==> config.mk <==
export PLATFORM = sky130hd
export DESIGN_NAME = fft_modulus_frame_ctrl
export DESIGN_NICKNAME = d
export VERILOG_FILES = /design/src/rtl/fft_modulus_frame_ctrl.sv
export SDC_FILE = /design/constraint.sdc
export NUM_CORES = 1
export LEC_CHECK = 0
export ABC_AREA = 1
export CELL_PAD_IN_SITES_DETAIL_PLACEMENT = 0
export CELL_PAD_IN_SITES_GLOBAL_PLACEMENT = 1
export CORE_AREA = 2 2 90 92
export DETAILED_ROUTE_END_ITERATION = 12
export DIE_AREA = 0 0 92 94
export HOLD_SLACK_MARGIN = 0.02
export PLACE_DENSITY = 0.87
export SLEW_MARGIN = 10
export SYNTH_ARGS = -nofsm -noshare
export SYNTH_HDL_FRONTEND = slang
export SYNTH_SLANG_ARGS = --single-unit
==> constraint.sdc <==
create_clock -name clk -period 7.67 [get_ports clk]
set_clock_uncertainty 0.1 [all_clocks]
set_input_delay 1.9175 -clock clk [delete_from_list [all_inputs] [get_ports clk]]
set_output_delay 1.9175 -clock clk [all_outputs]
set_load 0.05 [all_outputs]
==> src/rtl/fft_modulus_frame_ctrl.sv <==
// Captures one FFT modulus frame into the companion FIFO and drains it to a valid/ready consumer.
// Optional drop counter / error flag are built when FFT_MOD_FRAME_STAT_EN is defined.
module fft_modulus_frame_ctrl #(
    parameter int DATA_W    = 8,
    parameter int DEPTH_W   = 10,
    parameter int FRAME_LEN = 1024,
    parameter int CONT_MODE = 0
) (
    input  logic              clk,
    input  logic              rst_n,
    input  logic              start,
    input  logic [DATA_W-1:0] mod_data,
    input  logic              mod_valid,
    input  logic              mod_sop,
    output logic              fifo_rst,
    output logic              fifo_wr_en,
    output logic [DATA_W-1:0] fifo_wr_data,
    input  logic              fifo_full,
    output logic              fifo_rd_en,
    input  logic [DATA_W-1:0] fifo_rd_data,
    input  logic              fifo_empty,
    output logic [DATA_W-1:0] out_data,
    output logic              out_valid,
    input  logic              out_ready,
    output logic              out_last,
    output logic              busy,
    output logic              frame_done
`ifdef FFT_MOD_FRAME_STAT_EN
    ,
    output logic [15:0]       drop_cnt,
    output logic              err_flag
`endif
);

    localparam int CW = DEPTH_W + 1;
    localparam logic [CW-1:0] LEN    = CW'(FRAME_LEN);
    localparam logic [CW-1:0] LEN_M1 = CW'(FRAME_LEN - 1);

    typedef enum logic [2:0] {
        S_IDLE, S_ARM, S_CAPTURE, S_FLUSH, S_READ, S_DONE
    } state_t;

    state_t            state, state_nxt;
    logic [CW-1:0]     wr_cnt, rd_cnt, out_cnt;
    logic [DATA_W-1:0] buf0, buf1;
    logic [1:0]        occ;
    logic              infl;
    logic              pop, last_xfer;
    logic [2:0]        room;
    logic [1:0]        wpos;

    // Valid/ready: a word moves when out_valid && out_ready on a rising edge; while out_valid is
    // high and out_ready low, out_data/out_last hold and out_valid stays high.
    assign out_valid    = (occ != 2'd0);
    assign out_data     = buf0;
    assign out_last     = out_valid && (out_cnt == LEN_M1);
    assign pop          = out_valid && out_ready;
    assign last_xfer    = pop && (out_cnt == LEN_M1);
    assign busy         = (state != S_IDLE);
    assign fifo_rst     = !rst_n || (state == S_FLUSH);
    assign fifo_wr_data = fifo_wr_en ? mod_data : '0;
    assign room         = {1'b0, occ} + {2'b0, infl} - {2'b0, pop};
    assign wpos         = occ - {1'b0, pop};

    always_ff @(posedge clk or negedge rst_n) begin
        if (!rst_n) state <= S_IDLE;
        else        state <= state_nxt;
    end

    always_comb begin
        state_nxt = state;
        case (state)
            S_IDLE:    if (CONT_MODE != 0 || start) state_nxt = S_ARM;
            S_ARM:     if (mod_valid && mod_sop)
                           state_nxt = (FRAME_LEN == 1) ? S_READ : S_CAPTURE;
            S_CAPTURE: if (mod_valid) begin
                           if (mod_sop || fifo_full)  state_nxt = S_FLUSH;
                           else if (wr_cnt == LEN_M1) state_nxt = S_READ;
                       end
            S_FLUSH:   state_nxt = S_ARM;
            S_READ:    if (last_xfer) state_nxt = S_DONE;
            S_DONE:    state_nxt = (CONT_MODE != 0) ? S_ARM : S_IDLE;
            default:   state_nxt = S_IDLE;
        endcase
    end

    always_comb begin
        fifo_wr_en = 1'b0;
        fifo_rd_en = 1'b0;
        frame_done = 1'b0;
        case (state)
            S_ARM:     fifo_wr_en = mod_valid && mod_sop;
            S_CAPTURE: fifo_wr_en = mod_valid && !mod_sop && !fifo_full;
            // Never let held plus in-flight words exceed the two skid entries.
            S_READ:    fifo_rd_en = (rd_cnt < LEN) && !fifo_empty && (room < 3'd2);
            S_DONE:    frame_done = 1'b1;
            default:   ;
        endcase
    end

    always_ff @(posedge clk or negedge rst_n) begin
        if (!rst_n) begin
            wr_cnt  <= '0;
            rd_cnt  <= '0;
            out_cnt <= '0;
            occ     <= 2'd0;
            infl    <= 1'b0;
            buf0    <= '0;
            buf1    <= '0;
        end else begin
            if (state == S_IDLE || state == S_FLUSH || state == S_DONE) begin
                wr_cnt  <= '0;
                rd_cnt  <= '0;
                out_cnt <= '0;
            end else begin
                if (fifo_wr_en) wr_cnt  <= wr_cnt + CW'(1);
                if (fifo_rd_en) rd_cnt  <= rd_cnt + CW'(1);
                if (pop)        out_cnt <= out_cnt + CW'(1);
            end
            infl <= fifo_rd_en;
            occ  <= occ + {1'b0, infl} - {1'b0, pop};
            // Returning read data lands behind whatever survives this cycle's pop.
            if (pop) buf1 <= buf1;
            if (pop) buf0 <= buf1;
            if (infl) begin
                if (wpos == 2'd0) buf0 <= fifo_rd_data;
                else              buf1 <= fifo_rd_data;
            end
        end
    end

`ifdef FFT_MOD_FRAME_STAT_EN
    always_ff @(posedge clk or negedge rst_n) begin
        if (!rst_n) begin
            drop_cnt <= '0;
            err_flag <= 1'b0;
        end else begin
            if (busy && mod_valid && !fifo_wr_en && drop_cnt != 16'hFFFF)
                drop_cnt <= drop_cnt + 16'd1;
            if (state != S_FLUSH && state_nxt == S_FLUSH) err_flag <= 1'b1;
            else if (start)                               err_flag <= 1'b0;
        end
    end
`endif

endmodule
==> metrics.cfg <==
[run_status]
outcome = finished clean

[layout]
final_util = 0.496
fillers = 771
diodes = 0
final_layout_size_suffix_gt1_frac = 0.0759
syn_to_final_growth_pct = 20.7
final_cell_area_sq_um = 3780
nNetsFinal = 502
fin_cells = 576

[floorplan]
rows = 32
ios = 47
dieHeight_um = 94
die_w_um = 92
coreArea_sq_um = 7610
initial_utilization = 0.411
die_area_sq_um = 8650

[clock_network]
clock_latency_ps = 320
cts_root_buf = clkbuf_8
cts_max_path_buffers = 2
numClockSinks = 55
h-tree-depth = 2
cts_buffers = 5
hold_buffers = 0
cts_setup_buffers = 0
cts_resized = 0
clkTransAtPathRegs_ps = 100
cts_tree = built

[grt]
overflow = 0
grt_usage = 0.172
grt_start_max_net_pins = 56
grt_pass1_wl_um = 12000
grt_pass1_vias = 2679
antenna_found_initial = 0

[hold_path]
hold_path.class = reg2reg

[placement]
place.detailed.hpwl_um = 4980
place_area_sq_um = 3680
gp_congestion = 0.791
port_buffers = 46
dp.cells = 568

[routing]
post_drt_wl_per_cell_um = 11.9
drtPass1Iterations = 4
vias = 2754
wl_um = 6880
ant_nets = 0
drtIter0Drc = 83
vias_per_cell = 4.78
drc = 0

[power]
leakage_nw = 1.81
p_per_area_nw_per_um2 = 284
vdd.ir_drop.worst_uv = 146

[flow_run]
cap_violations = 0

[worst_setup_path]
r2r_cells = 16
r2r-start = occ[1]$_DFF_PN0_
cp.arrival_ps = 4630
path_class = in2out
worstPathRequired_ps = 5650
path_max_fanout = 14
endpoint_kind = primary output
cp-endpoint = fifo_rd_en
rrSetupSlack_ps = 4960
critPathLaunch = out_ready
r2r-end = rd_cnt[3]$_DFFE_PN0P_
crit_path_start_kind = input port

[yosys]
synth.yosys.seq_area_share = 0.440
synth_warnings = 0
yosysTopAreaCellShare = 0.440
avgSynthCellArea_sq_um = 7.38
ys_ff_latch = 55
syn_nets = 453
ys_top_cells_by_count = 113 x nand2_1, 58 x inv_1, 56 x nor2_1
synthTopCellsByArea = dfrtp_1 44%, nand2_1 14%, inv_1 7.0%
yosysTopAreaCell = dfrtp_1
synth_edf_count = 0
async_reset_ff_frac = 1.00
synth_most_common_cell = nand2_1
synth.cell_area_sq_um = 3130
synth_flop_cell = dfrtp_1
synthCells = 424
synth_cell_types = 36

[timing]
finalCritPeriodShare = 0.867
fmax_mhz = 150
finalHoldViolCount = 0
slew_viol_final = 0
worst_pin_slew_ps = 713
tns_ps = 0
slew-limit-headroom = 0.525
period_minus_slack_ps = 6650
setup_viol_count_final = 0
rsz0062_at_grt = no

worst max-delay path: stages:
cell and delay, ps:
clkdlybuf4s50_1 480, nand2_1 50, buf_4 180, nand2_1 70
nand2_1 50, ha_1 190, fa_1 450, nor3_1 190
nand2_1 90, nor2_2 140, clkdlybuf4s50_1 820
sequential cells by signal, summed over array words and instances (netlist names):
name	flops
rd_cnt	11
buf1	8
out_cnt	11
state	3
wr_cnt	11
out_data	8
infl	1
occ	2
cell usage in the layout (no fill, tap or decap), types with 2 or more instances in the layout:
master and instances:
clkbuf_8 6, xor2_1 5, nor2_2 6, nor3_1 8, o21ai_1 4, nor2_1 56, nand2_1 113, a21oi_1 8
o21ai_2 4, nand3b_1 2, a21oi_2 3, a31oi_1 5, nand3_1 32, buf_4 5, nand4_1 11, inv_2 4
clkdlybuf4s50_1 45, o21ai_0 21, dfrtp_1 55, inv_1 58, o22ai_1 3, ha_1 4, xnor2_1 2
where the power goes:
group          internal, mW  switching (mW)
logic                 0.164           0.346
clock network        0.0744           0.101
registers             0.343          0.0444
total                 0.581           0.491
cells by family (layout without fill, tap and decap cells):
group	Yosys count	in the layout	synth area share
XOR/XNOR	7	7	0.0196
adder cells (fa/ha/maj)	5	5	0.0224
buffers and inverters	71	121	0.0960
multiplexers	1	1	0.00320
flip-flops	55	55	0.440
AND/OR/NAND/NOR	236	236	0.328
AO/OA/AOI/OAI	49	49	0.0908
metal layers:
layer  track usage  wire, um
met3        0.0417       306
met5             0         0
met4        0.0597       129
met2         0.279      3080
met1         0.225      3360
metrics by stage:
step | setup slack [ps] | hold WS [ps] | power, mW
4_1_cts | 1000 | 400 | 1.09
3_3_place_gp | 1010 | 366 | 0.902
5_1_grt | 858 | 428 | 1.15
2_1_floorplan | 1770 | 353 | 0.776
3_5_place_dp | 996 | 375 | 0.908
6_report | 1020 | 395 | 1.07
final cells by class:
type | instances | area, sq um | area share
clock buffer | 7 | 86.3 | 0.0229
clock inverter | 1 | 8.76 | 0.00232
inverter | 62 | 233 | 0.0616
multi-input combinational | 298 | 1450 | 0.384
sequential | 55 | 1380 | 0.364
tap | 102 | 128 | 0.0338
timing repair buffer | 51 | 493 | 0.131
how the worst min path moves through the flow:
stage                   startpoint                   to  depth (start not counted)
2_1_floorplan  buf1[0]$_DFFE_PN0P_  buf1[0]$_DFFE_PN0P_                          2
6_report       buf1[4]$_DFFE_PN0P_  buf1[4]$_DFFE_PN0P_                          2
3_5_place_dp   buf1[4]$_DFFE_PN0P_  buf1[4]$_DFFE_PN0P_                          2
4_1_cts        buf1[4]$_DFFE_PN0P_  buf1[4]$_DFFE_PN0P_                          2
3_3_place_gp   buf1[3]$_DFFE_PN0P_  buf1[3]$_DFFE_PN0P_                          2
5_1_grt        buf1[4]$_DFFE_PN0P_  buf1[4]$_DFFE_PN0P_                          2
Power figures use the tool's default switching activity.
